`src/rtl/mem_ctrl_pkg.sv`:
```
// Shared constants and helpers for the byte-serial memory controller:
// bus widths, access size codes, FSM encodings and the IO window base.
package mem_ctrl_pkg;

  localparam logic True  = 1'b1;
  localparam logic False = 1'b0;

  localparam int RegBus      = 32;
  localparam int InstAddrBus = 32;

  localparam logic [RegBus-1:0] ZeroWord = '0;

  localparam logic [1:0] SIZE_B = 2'd0;
  localparam logic [1:0] SIZE_H = 2'd1;
  localparam logic [1:0] SIZE_W = 2'd2;

  localparam logic [1:0] S_IDLE  = 2'd0;
  localparam logic [1:0] S_READ  = 2'd1;
  localparam logic [1:0] S_WRITE = 2'd2;
  localparam logic [1:0] S_DONE  = 2'd3;

  localparam logic OWN_IF  = 1'b0;
  localparam logic OWN_MEM = 1'b1;

  localparam logic [31:0] IO_WINDOW = 32'h0003_0000;

  // Number of byte cycles for a MEM access; code 3 behaves as a word.
  function automatic logic [2:0] size_len(input logic [1:0] size);
    case (size)
      SIZE_B:  size_len = 3'd1;
      SIZE_H:  size_len = 3'd2;
      SIZE_W:  size_len = 3'd4;
      default: size_len = 3'd4;
    endcase
  endfunction

  function automatic logic [7:0] byte_sel(input logic [RegBus-1:0] w, input logic [1:0] idx);
    case (idx)
      2'd0:    byte_sel = w[7:0];
      2'd1:    byte_sel = w[15:8];
      2'd2:    byte_sel = w[23:16];
      default: byte_sel = w[31:24];
    endcase
  endfunction

endpackage

```
`src/rtl/mem_ctrl_if.sv`:
```
// Pipeline-side request/response signals plus the 8-bit RAM/IO pins of mem_ctrl.
// master = pipeline and RAM side, slave = the controller.
interface mem_ctrl_if #(parameter int ADDR_W = 32);
  import mem_ctrl_pkg::*;

  logic              if_req;
  logic [ADDR_W-1:0] if_addr;
  logic              if_flush;
  logic              if_done;
  logic [RegBus-1:0] if_data;

  logic              mem_req;
  logic              mem_we;
  logic [1:0]        mem_size;
  logic [ADDR_W-1:0] mem_addr;
  logic [RegBus-1:0] mem_wdata;
  logic              mem_done;
  logic [RegBus-1:0] mem_rdata;
  logic              mem_stall_req;

  logic              io_buffer_full;
  logic [7:0]        ram_din;
  logic [ADDR_W-1:0] ram_a;
  logic [7:0]        ram_dout;
  logic              ram_wr;

  modport master (
    output if_req, if_addr, if_flush, mem_req, mem_we, mem_size, mem_addr, mem_wdata,
    output io_buffer_full, ram_din,
    input  if_done, if_data, mem_done, mem_rdata, mem_stall_req, ram_a, ram_dout, ram_wr
  );

  modport slave (
    input  if_req, if_addr, if_flush, mem_req, mem_we, mem_size, mem_addr, mem_wdata,
    input  io_buffer_full, ram_din,
    output if_done, if_data, mem_done, mem_rdata, mem_stall_req, ram_a, ram_dout, ram_wr
  );

endinterface

```
`src/rtl/mem_ctrl.sv`:
```
// Byte-serial RAM/IO controller: MEM-over-IF arbitration, word assembly/split; word read done
// 6 cycles after acceptance. Stalls on rdy low and on IO-window writes while io_buffer_full.
module mem_ctrl
  import mem_ctrl_pkg::*;
#(
  parameter int          ADDR_W  = InstAddrBus,
  parameter logic [31:0] IO_BASE = IO_WINDOW
) (
  input  logic       clk,
  input  logic       rst,
  input  logic       rdy,
  mem_ctrl_if.slave  bus
);

  logic [1:0]        state_q;
  logic              owner_q;
  logic [2:0]        cnt_q;
  logic [2:0]        len_q;
  logic [ADDR_W-1:0] base_q;
  logic [RegBus-1:0] wdata_q;
  logic [RegBus-1:0] asm_q;
  logic [RegBus-1:0] asm_nxt;
  logic [ADDR_W-1:0] ram_a_q;
  logic [7:0]        ram_dout_q;
  logic              ram_wr_q;
  logic              if_done_q;
  logic              mem_done_q;
  logic [RegBus-1:0] if_data_q;
  logic [RegBus-1:0] mem_rdata_q;

  logic [2:0]        cnt_inc;
  logic [ADDR_W-1:0] addr_inc;
  logic              wr_blocked;

  assign cnt_inc  = cnt_q + 3'd1;
  assign addr_inc = base_q + ADDR_W'(cnt_inc);

  // A write into a full IO sink is withheld in the very cycle it would happen.
  assign wr_blocked = (state_q == S_WRITE) && bus.io_buffer_full &&
                      (ram_a_q[17:16] == IO_BASE[17:16]);

  // The byte on ram_din belongs to the address issued in the previous READ cycle.
  always_comb begin
    asm_nxt = asm_q;
    case (cnt_q)
      3'd1:    asm_nxt[7:0]   = bus.ram_din;
      3'd2:    asm_nxt[15:8]  = bus.ram_din;
      3'd3:    asm_nxt[23:16] = bus.ram_din;
      3'd4:    asm_nxt[31:24] = bus.ram_din;
      default: ;
    endcase
  end

  always_ff @(posedge clk or negedge rst) begin
    if (!rst) begin
      state_q     <= S_IDLE;
      owner_q     <= OWN_IF;
      cnt_q       <= '0;
      len_q       <= '0;
      base_q      <= '0;
      wdata_q     <= ZeroWord;
      asm_q       <= ZeroWord;
      ram_a_q     <= '0;
      ram_dout_q  <= '0;
      ram_wr_q    <= False;
      if_done_q   <= False;
      mem_done_q  <= False;
      if_data_q   <= ZeroWord;
      mem_rdata_q <= ZeroWord;
    end else if (rdy) begin
      if_done_q  <= False;
      mem_done_q <= False;
      case (state_q)
        S_IDLE: begin
          if (bus.mem_req) begin
            owner_q <= OWN_MEM;
            base_q  <= bus.mem_addr;
            len_q   <= size_len(bus.mem_size);
            wdata_q <= bus.mem_wdata;
            cnt_q   <= '0;
            asm_q   <= ZeroWord;
            ram_a_q <= bus.mem_addr;
            if (bus.mem_we) begin
              state_q    <= S_WRITE;
              ram_dout_q <= bus.mem_wdata[7:0];
              ram_wr_q   <= True;
            end else begin
              state_q <= S_READ;
            end
          end else if (bus.if_req && !bus.if_flush) begin
            owner_q <= OWN_IF;
            base_q  <= bus.if_addr;
            len_q   <= 3'd4;
            cnt_q   <= '0;
            asm_q   <= ZeroWord;
            ram_a_q <= bus.if_addr;
            state_q <= S_READ;
          end
        end
        S_READ: begin
          if (owner_q == OWN_IF && bus.if_flush) begin
            state_q <= S_IDLE;
            cnt_q   <= '0;
            ram_a_q <= '0;
          end else begin
            asm_q <= asm_nxt;
            if (cnt_q == len_q) begin
              state_q <= S_DONE;
              cnt_q   <= '0;
              ram_a_q <= '0;
              if (owner_q == OWN_IF) begin
                if_done_q <= True;
                if_data_q <= asm_nxt;
              end else begin
                mem_done_q  <= True;
                mem_rdata_q <= asm_nxt;
              end
            end else begin
              cnt_q   <= cnt_inc;
              ram_a_q <= (cnt_inc < len_q) ? addr_inc : '0;
            end
          end
        end
        S_WRITE: begin
          if (!wr_blocked) begin
            if (cnt_q == len_q - 3'd1) begin
              state_q     <= S_DONE;
              cnt_q       <= '0;
              ram_a_q     <= '0;
              ram_dout_q  <= '0;
              ram_wr_q    <= False;
              mem_done_q  <= True;
              mem_rdata_q <= asm_q;
            end else begin
              cnt_q      <= cnt_inc;
              ram_a_q    <= addr_inc;
              ram_dout_q <= byte_sel(wdata_q, cnt_inc[1:0]);
            end
          end
        end
        default: begin
          state_q <= S_IDLE;
          cnt_q   <= '0;
        end
      endcase
    end
  end

  assign bus.ram_a         = ram_a_q;
  assign bus.ram_dout      = ram_dout_q;
  assign bus.ram_wr        = ram_wr_q & rdy & ~wr_blocked;
  assign bus.if_done       = if_done_q & ~bus.if_flush;
  assign bus.if_data       = if_data_q;
  assign bus.mem_done      = mem_done_q;
  assign bus.mem_rdata     = mem_rdata_q;
  assign bus.mem_stall_req = bus.mem_req & ~mem_done_q;

endmodule

```
`src/flat_wrapper.sv`:
```
// flat-port wrapper written by rule: the top's interface ports become plain ports
module mem_ctrl_flat import mem_ctrl_pkg::*;
#(
  parameter int          ADDR_W  = InstAddrBus,
  parameter logic [31:0] IO_BASE = IO_WINDOW
)
  (clk, rst, rdy, bus_if_req, bus_if_addr, bus_if_flush, bus_mem_req, bus_mem_we, bus_mem_size, bus_mem_addr, bus_mem_wdata, bus_io_buffer_full, bus_ram_din, bus_if_done, bus_if_data, bus_mem_done, bus_mem_rdata, bus_mem_stall_req, bus_ram_a, bus_ram_dout, bus_ram_wr);
  mem_ctrl_if #(.ADDR_W(ADDR_W)) bus_i ();
  input  logic clk;
  input  logic rst;
  input  logic rdy;
  input wire logic [$bits(bus_i.if_req)-1:0] bus_if_req;
  input wire logic [$bits(bus_i.if_addr)-1:0] bus_if_addr;
  input wire logic [$bits(bus_i.if_flush)-1:0] bus_if_flush;
  input wire logic [$bits(bus_i.mem_req)-1:0] bus_mem_req;
  input wire logic [$bits(bus_i.mem_we)-1:0] bus_mem_we;
  input wire logic [$bits(bus_i.mem_size)-1:0] bus_mem_size;
  input wire logic [$bits(bus_i.mem_addr)-1:0] bus_mem_addr;
  input wire logic [$bits(bus_i.mem_wdata)-1:0] bus_mem_wdata;
  input wire logic [$bits(bus_i.io_buffer_full)-1:0] bus_io_buffer_full;
  input wire logic [$bits(bus_i.ram_din)-1:0] bus_ram_din;
  output wire logic [$bits(bus_i.if_done)-1:0] bus_if_done;
  output wire logic [$bits(bus_i.if_data)-1:0] bus_if_data;
  output wire logic [$bits(bus_i.mem_done)-1:0] bus_mem_done;
  output wire logic [$bits(bus_i.mem_rdata)-1:0] bus_mem_rdata;
  output wire logic [$bits(bus_i.mem_stall_req)-1:0] bus_mem_stall_req;
  output wire logic [$bits(bus_i.ram_a)-1:0] bus_ram_a;
  output wire logic [$bits(bus_i.ram_dout)-1:0] bus_ram_dout;
  output wire logic [$bits(bus_i.ram_wr)-1:0] bus_ram_wr;
  assign bus_i.if_req = bus_if_req;
  assign bus_i.if_addr = bus_if_addr;
  assign bus_i.if_flush = bus_if_flush;
  assign bus_i.mem_req = bus_mem_req;
  assign bus_i.mem_we = bus_mem_we;
  assign bus_i.mem_size = bus_mem_size;
  assign bus_i.mem_addr = bus_mem_addr;
  assign bus_i.mem_wdata = bus_mem_wdata;
  assign bus_i.io_buffer_full = bus_io_buffer_full;
  assign bus_i.ram_din = bus_ram_din;
  assign bus_if_done = bus_i.if_done;
  assign bus_if_data = bus_i.if_data;
  assign bus_mem_done = bus_i.mem_done;
  assign bus_mem_rdata = bus_i.mem_rdata;
  assign bus_mem_stall_req = bus_i.mem_stall_req;
  assign bus_ram_a = bus_i.ram_a;
  assign bus_ram_dout = bus_i.ram_dout;
  assign bus_ram_wr = bus_i.ram_wr;
  mem_ctrl #(.ADDR_W(ADDR_W), .IO_BASE(IO_BASE)) u_core (.clk(clk), .rst(rst), .rdy(rdy), .bus(bus_i));
endmodule
```
`config.mk`:
```
export PLATFORM = sky130hd
export DESIGN_NAME = mem_ctrl_flat
export DESIGN_NICKNAME = d
export VERILOG_FILES = /design/src/rtl/mem_ctrl_pkg.sv /design/src/rtl/mem_ctrl_if.sv /design/src/rtl/mem_ctrl.sv /design/src/flat_wrapper.sv
export SDC_FILE = /design/constraint.sdc
export NUM_CORES = 1
export LEC_CHECK = 0
export CELL_PAD_IN_SITES_DETAIL_PLACEMENT = 1
export CELL_PAD_IN_SITES_GLOBAL_PLACEMENT = 1
export CORE_ASPECT_RATIO = 0.6
export CORE_MARGIN = 10
export CORE_UTILIZATION = 34
export DETAILED_ROUTE_END_ITERATION = 6
export PLACE_DENSITY_LB_ADDON = 0.08
export SYNTH_ARGS = -nofsm -noshare
export SYNTH_HDL_FRONTEND = slang
export SYNTH_SLANG_ARGS = --single-unit
```
`constraint.sdc`:
```
create_clock -name clk -period 3.15 [get_ports clk]
set_input_delay 0.315 -clock clk [delete_from_list [all_inputs] [get_ports clk]]
set_output_delay 0.315 -clock clk [all_outputs]
set_load 0.05 [all_outputs]
```
; Yosys cells after proc, flatten, opt, wreduce, memory -nomap -nowiden
; Index checks and enable logic that the tools add are counted.
[totals]
inputBits = 114
reg_bits = 212
[classes]
magnitude_cmp = 1
eq_ne = 21
n_mux = 63
add_sub_neg = 3
bitwise_logic = 9
reduce_logical = 23
[ops]
columns = operator, n
row1 = two-way mux 32 bit, 15
row2 = case mux 32 bit (2 select lines), 2
row3 = case mux 32 bit (3 select lines), 1
row4 = two-way mux 8 bit, 8
row5 = adder 32 x 3 -> 32 bit, 1
row6 = two-way mux 3 bit, 8
row7 = case mux 8 bit (3 select lines), 1
row8 = case mux 8 bit (2 select lines), 1
row9 = two-way mux 1 bit, 15
row10 = AND reduction 5 bit, 3
row11 = two-way mux 2 bit, 7
row12 = != test 2 bit (second input constant), 5
row13 = case mux 3 bit (3 select lines), 1
row14 = AND reduction 3 bit, 3
row15 = AND reduction 4 bit, 2
row16 = nonzero test 2 bit, 4
row17 = AND reduction 7 bit, 1
row18 = == test 2 x 1 -> 1 bit (second input constant), 3
row19 = == test 2 bit (second input constant), 3
row20 = == test 3 x 2 -> 1 bit (second input constant), 2
row21 = == test 3 bit, 2
row22 = logical NOT 2 bit, 3
row23 = case mux 2 bit (3 select lines), 1
row24 = case mux 3 bit (2 select lines), 1
row25 = 15 further kinds, 27

; Logic depth before layout (Yosys ltp)
[logic_depth]
ltp_word = 6
ltp_mapped = 11
ltp_nobuf = 9

; Worst setup path before layout
; OpenSTA, ideal clock, no wires.
[synth_path]
path_type = reg-to-reg
start = register u_core.cnt_q[1]
end = register u_core.ram_a_q[29], in the netlist u_core.bus.ram_a[29]
t_arrival_ps = 2378
n_path_buf = 1
required_time_ps = 3056
path_stages_with_launch = 11
setup_slack_ps = 678
setup_time_ps = 94
path_cell_list = dfrtp_1 -> ha_1 -> ha_1 -> inv_1 -> ha_1 -> o211ai_1 -> nor4_1 -> buf_2 -> nand4_1 -> xor2_1 -> a211oi_1
[synth_between]
elab_chain_cells = 6
elab_cells_between_ends = 11
[synth_lines]
columns = item, line
row1 = "start, declared", mem_ctrl.sv:17  ; logic [2:0] cnt_q;
row2 = "start signal, assigned", mem_ctrl.sv:119  ; cnt_q <= cnt_inc;
row3 = "start signal, assigned", mem_ctrl.sv:135  ; cnt_q <= cnt_inc;
row4 = adder 3 x 1 -> 3 bit, mem_ctrl.sv:35  ; assign cnt_inc = cnt_q + 3'd1;
row5 = adder 32 x 3 -> 32 bit / less-than comparator 3 bit (equally long branches), "mem_ctrl.sv:36, mem_ctrl.sv:120"
row6 = two-way mux 32 bit, mem_ctrl.sv:120  ; ram_a_q <= (cnt_inc < len_q) ? addr_inc : '0;
row7 = two-way mux 32 bit, mem_ctrl.sv:107  ; if (cnt_q == len_q) begin
row8 = two-way mux 32 bit, mem_ctrl.sv:101  ; if (owner_q == OWN_IF && bus.if_flush) begin
row9 = case mux 32 bit (3 select lines) (*), mem_ctrl.sv:73  ; case (state_q)
row10 = "end signal, assigned", mem_ctrl.sv:82  ; ram_a_q <= bus.mem_addr;
row11 = "end signal, assigned", mem_ctrl.sv:96  ; ram_a_q <= bus.if_addr;
row12 = "end signal, assigned", mem_ctrl.sv:120
row13 = "end, declared", mem_ctrl.sv:23  ; logic [ADDR_W-1:0] ram_a_q;
; Mark *: on every way between the ends. The rest lies on a longest branch, timed or not. The select of a mux whose other input is x is not followed.
; A chain may end at the register's enable or synchronous reset.

; Final worst setup path
[layout_path]
start = register u_core.state_q[0]
end = output bus_ram_wr
[layout_between]
elab_chain_cells = 5
[layout_lines]
columns = item, line
row1 = "start, declared", mem_ctrl.sv:15  ; logic [1:0] state_q;
row2 = "start signal, assigned", mem_ctrl.sv:56  ; state_q <= S_IDLE;
row3 = "start signal, assigned", mem_ctrl.sv:84  ; state_q <= S_WRITE;
row4 = "start signal, assigned", mem_ctrl.sv:88  ; state_q <= S_READ;
row5 = == test 2 bit, mem_ctrl.sv:39  ; assign wr_blocked = (state_q == S_WRITE) && bus.io_buffer_full &&
row6 = logical AND 1 bit (2 in series), mem_ctrl.sv:39
row7 = NOT 1 bit, mem_ctrl.sv:151  ; assign bus.ram_wr = ram_wr_q & rdy & ~wr_blocked;
row8 = AND 1 bit, mem_ctrl.sv:151
row9 = "end, declared", flat_wrapper.sv:29  ; output wire logic [$bits(bus_i.ram_wr)-1:0] bus_ram_wr;
; No other way between the ends.

==> flow_summary.toml <==
[sta]
finalHoldViolCount = 0
worstMarginPinSlew_ps = 772
rsz0062_at_grt = "false"
layout_min_cycle_time_ps = 2960
timing.fmax_mhz = 338
slew_hr_pct = 48.5
finClkSkew_ps = 12.6
summed_negative_setup_slack_over_all_endpoints_ps = 0
final_worst_path_period_share_pct = 93.8
maxSlewViolCount = 0
finalSetupViolations = 0
layout_setup_ws_ps = 194

[drt]
postRouteWirelength_mm = 36.2
via_count = 8609
routed_via_density = 5.18
detailedRoute.firstPassIterationCount = 4
first_iter_violations = 503
antenna_nets_post_route = 0
drc_errors = 0
detail_route.wl_per_cell_um = 21.8

[global_routing]
wire_length_of_the_first_global_routing_pass_mm = 56.9
global_route.overflow_total = 0
gr-max-usage-layer = "met2"
grt_start_max_net_pins = 82
grt.met1_usage_pct = 26.2
globalRouteMet2Util_pct = 27.4
grtUsageTotal_pct = 18.2
vias_in_the_first_global_route = 9345
met3_usage_pct = 4.02
initial_antenna_violation_count = 2

[synthesis]
synth_top_area_share_pct = 49.7
synth.distinct_cells = 53
synth_area_per_cell_um2 = 10.6
synth_enable_flop_cells = 0
synth.ff_latch_count = 212
netlist_area_um2 = 10700
synth_cells = 1010
synthDominantAreaCellType = "dfrtp_1"
async_flop_share_pct = 100
ys_seq_area_share_pct = 49.7
mappedNetlistNets = 1143
synth-warning-count = 0
most_used_dff_post_synth = "dfrtp_1"
synth.area.top_cells = "dfrtp_1, mux2_2, mux2i_1"

[setup_path]
worst-r2r-cell-count = 10
crit_chain = "inv_1, ha_1, nand4_1, and3_1, clkdlybuf4s50_1"
critical-path-top-delay-family = "buffers and inverters"
critical-path-slowest-cell = "clkdlybuf4s50_1"
critical_path_peak_fanout = 7
path_buf_inv = 2
critPathLaunchType = "register"
crit_path_max_incr_delay_ps = 730
crit_arrival_ps = 2640
worst_setup_path_end_kind = "primary output"
rrSetupSlack_ps = 350
worstPathRequired_ps = 2830
criticalPathCategory = "reg2out"
rr_endpoint = "u_core.bus.ram_a[13]$_DFFE_PN0P_"
r2r-start = "u_core.cnt_q[1]$_DFFE_PN0P_"

[floorplanning]
dieWidth_um = 249
pin_count = 222
die-area_um2 = 39100
initial_core_util_pct = 34.4
design.core.area_um2 = 31000
placement_rows = 50
die_h_um = 157

[power]
leakagePower_nw = 6.29
share_clk_of_total_power_pct = 19.1
switching_share_pct = 44.0
maximum_ir_drop_on_the_vdd_rail_v = 0.000465
power_report.internal_total_mw = 7.62
power.share.sequential_pct = 32.7
share_comb_of_total_power_pct = 48.1
areal_power_density_over_the_cells_nw_per_um2 = 960
power.switching_mw = 5.99
p_total_mw = 13.6

[final_layout]
layout.filler_cells = 3439
finish.utilization_pct = 45.7
final_cells = 1662
nets = 1366
layout_common_cells = "clkdlybuf4s50_1, dfrtp_1, nand2_1"
layout_commonest_cell = "clkdlybuf4s50_1"
share_of_post_route_cells_with_drive_strength_above_1_pct = 14.5
area.growth.synth_to_final_pct = 32.8

[placement]
gp_congestion = 0.774
post_detail_place_hpwl_mm = 26.8
post-place-cells = 1624
pre_cts_ws_ps = 389
port_buffers = 221

[clocking]
cts_made_buffers = 22
cts_num_sinks = 212
tritoncts_clock_tree = "done"
clk_latency_ps = 520
cts.repair_timing.setup_buffer_count = 0
cts.reportedPaths.clkPinSlew_ps = 70
cts_root_buf = "clkbuf_16"
cts.path.max_buffers = 3
cts_htree_levels = 1

[min_path]
hold-path-endpoint = "u_core.base_q[30]$_DFFE_PN0P_"
worstHoldPathCells = 3
min-delay-path-class = "in2reg"
hp-start = "bus_mem_req"

[flow_run]
max_cap_violations = 0

[status]
run_status = "finished, final reports clean"
cells in the mapped netlist, types with 3 or more instances:
| cell | number |
|---|---|
| nor2_1 | 100 |
| a22o_1 | 34 |
| nand2b_1 | 5 |
| mux2_2 | 68 |
| a222oi_1 | 8 |
| and3_1 | 11 |
| mux2_4 | 30 |
| nor2b_1 | 6 |
| nand3_1 | 20 |
| buf_1 | 4 |
| buf_6 | 5 |
| clkbuf_1 | 42 |
| nand4_1 | 12 |
| ha_1 | 18 |
| a31oi_1 | 12 |
| buf_2 | 12 |
| o21ai_0 | 72 |
| mux2i_1 | 57 |
| and4_1 | 3 |
| nand2_1 | 109 |
| o211ai_1 | 6 |
| xnor2_1 | 5 |
| o22ai_1 | 12 |
| inv_1 | 18 |
| or3_1 | 4 |
| nor4_1 | 7 |
| dfrtp_1 | 212 |
| xor2_1 | 24 |
| nor3_1 | 9 |
| and2_1 | 3 |
| a21oi_1 | 52 |
flip-flops by register name (all words and copies together), names as in the netlist, 3 cells and up:
register,cells
u_core.asm_q,32
u_core.base_q,32
u_core.bus.if_data,32
u_core.bus.mem_rdata,32
u_core.bus.ram_a,32
u_core.wdata_q,32
u_core.bus.ram_dout,8
u_core.cnt_q,3
u_core.len_q,3
worst max path at each step:
stage,from,end,slack (ps),cells past startpoint
floorplan,u_core.cnt_q[1]$_DFFE_PN0P_,u_core.bus.ram_a[29]$_DFFE_PN0P_,680,10
global placement,u_core.cnt_q[1]$_DFFE_PN0P_,u_core.bus.ram_a[13]$_DFFE_PN0P_,450,10
detailed placement,u_core.cnt_q[1]$_DFFE_PN0P_,u_core.bus.ram_a[13]$_DFFE_PN0P_,390,10
CTS,u_core.state_q[0]$_DFFE_PN0P_,bus_ram_wr,150,5
global route,u_core.state_q[0]$_DFFE_PN0P_,bus_ram_wr,20,5
finish,u_core.state_q[0]$_DFFE_PN0P_,bus_ram_wr,190,5
power groups by stage:
| stage | sequential, mW | clock (mW) | combinational, mW |
|---|---|---|---|
| after floorplan | 5.88 | 0 | 2.76 |
| after global placement | 4.48 | 0 | 6.50 |
| after detailed placement | 4.51 | 0 | 6.60 |
| after CTS | 4.47 | 2.69 | 6.63 |
| after global routing | 4.60 | 2.81 | 7.11 |
| final | 4.46 | 2.60 | 6.55 |
worst reg2reg max path, cell delays in order (launching register included):
cell	delay [ps]
dfrtp_1	470
ha_1	230
ha_1	300
inv_1	80
ha_1	350
o211ai_1	230
nor4_2	290
buf_4	240
nor4bb_1	280
o21ai_0	120
a21oi_1	140
metrics by stage:
step	hold slack, ps	area [um2]
6_report	348	14200
2_1_floorplan	19.4	10700
3_5_place_dp	353	13500
3_3_place_gp	363	13500
5_1_grt	380	14200
4_1_cts	347	14200
final cells by class:
class	instances	area [um2]	share of cell area [%]
Sequential cell	212	5310	37.4
Multi-Input combinational cell	717	5020	35.4
Timing Repair Buffer	262	2560	18.1
Clock buffer	31	634	4.48
Tap cell	416	520	3.67
Inverter	18	67.6	0.477
Clock inverter	4	60.1	0.424
Antenna cell	2	5.00	0.0353
timing repair:
| item | 4_1_cts | 5_1_grt |
|---|---|---|
| hold endpoints to repair | 77 | 0 |
| hold buffers | 1 | 0 |
| gates resized for setup | 0 | 0 |
metal layers:
metal  wire (um)  vias to the layer above
li1            -                     4040
met1       18100                     4358
met2       15600                      175
met3        1970                       34
met4         575                        2
met5          13                        -
logic make-up after synthesis:
family                   share of synthesized area (%)
adder cells (fa/ha/maj)                           2.30
multiplexers                                      16.7
flip-flops                                        49.7
AO/OA/AOI/OAI                                     12.6
XOR/XNOR                                          2.59
buffers and inverters                             3.34
AND/OR/NAND/NOR                                   12.7
Power figures use the tool's default switching activity.
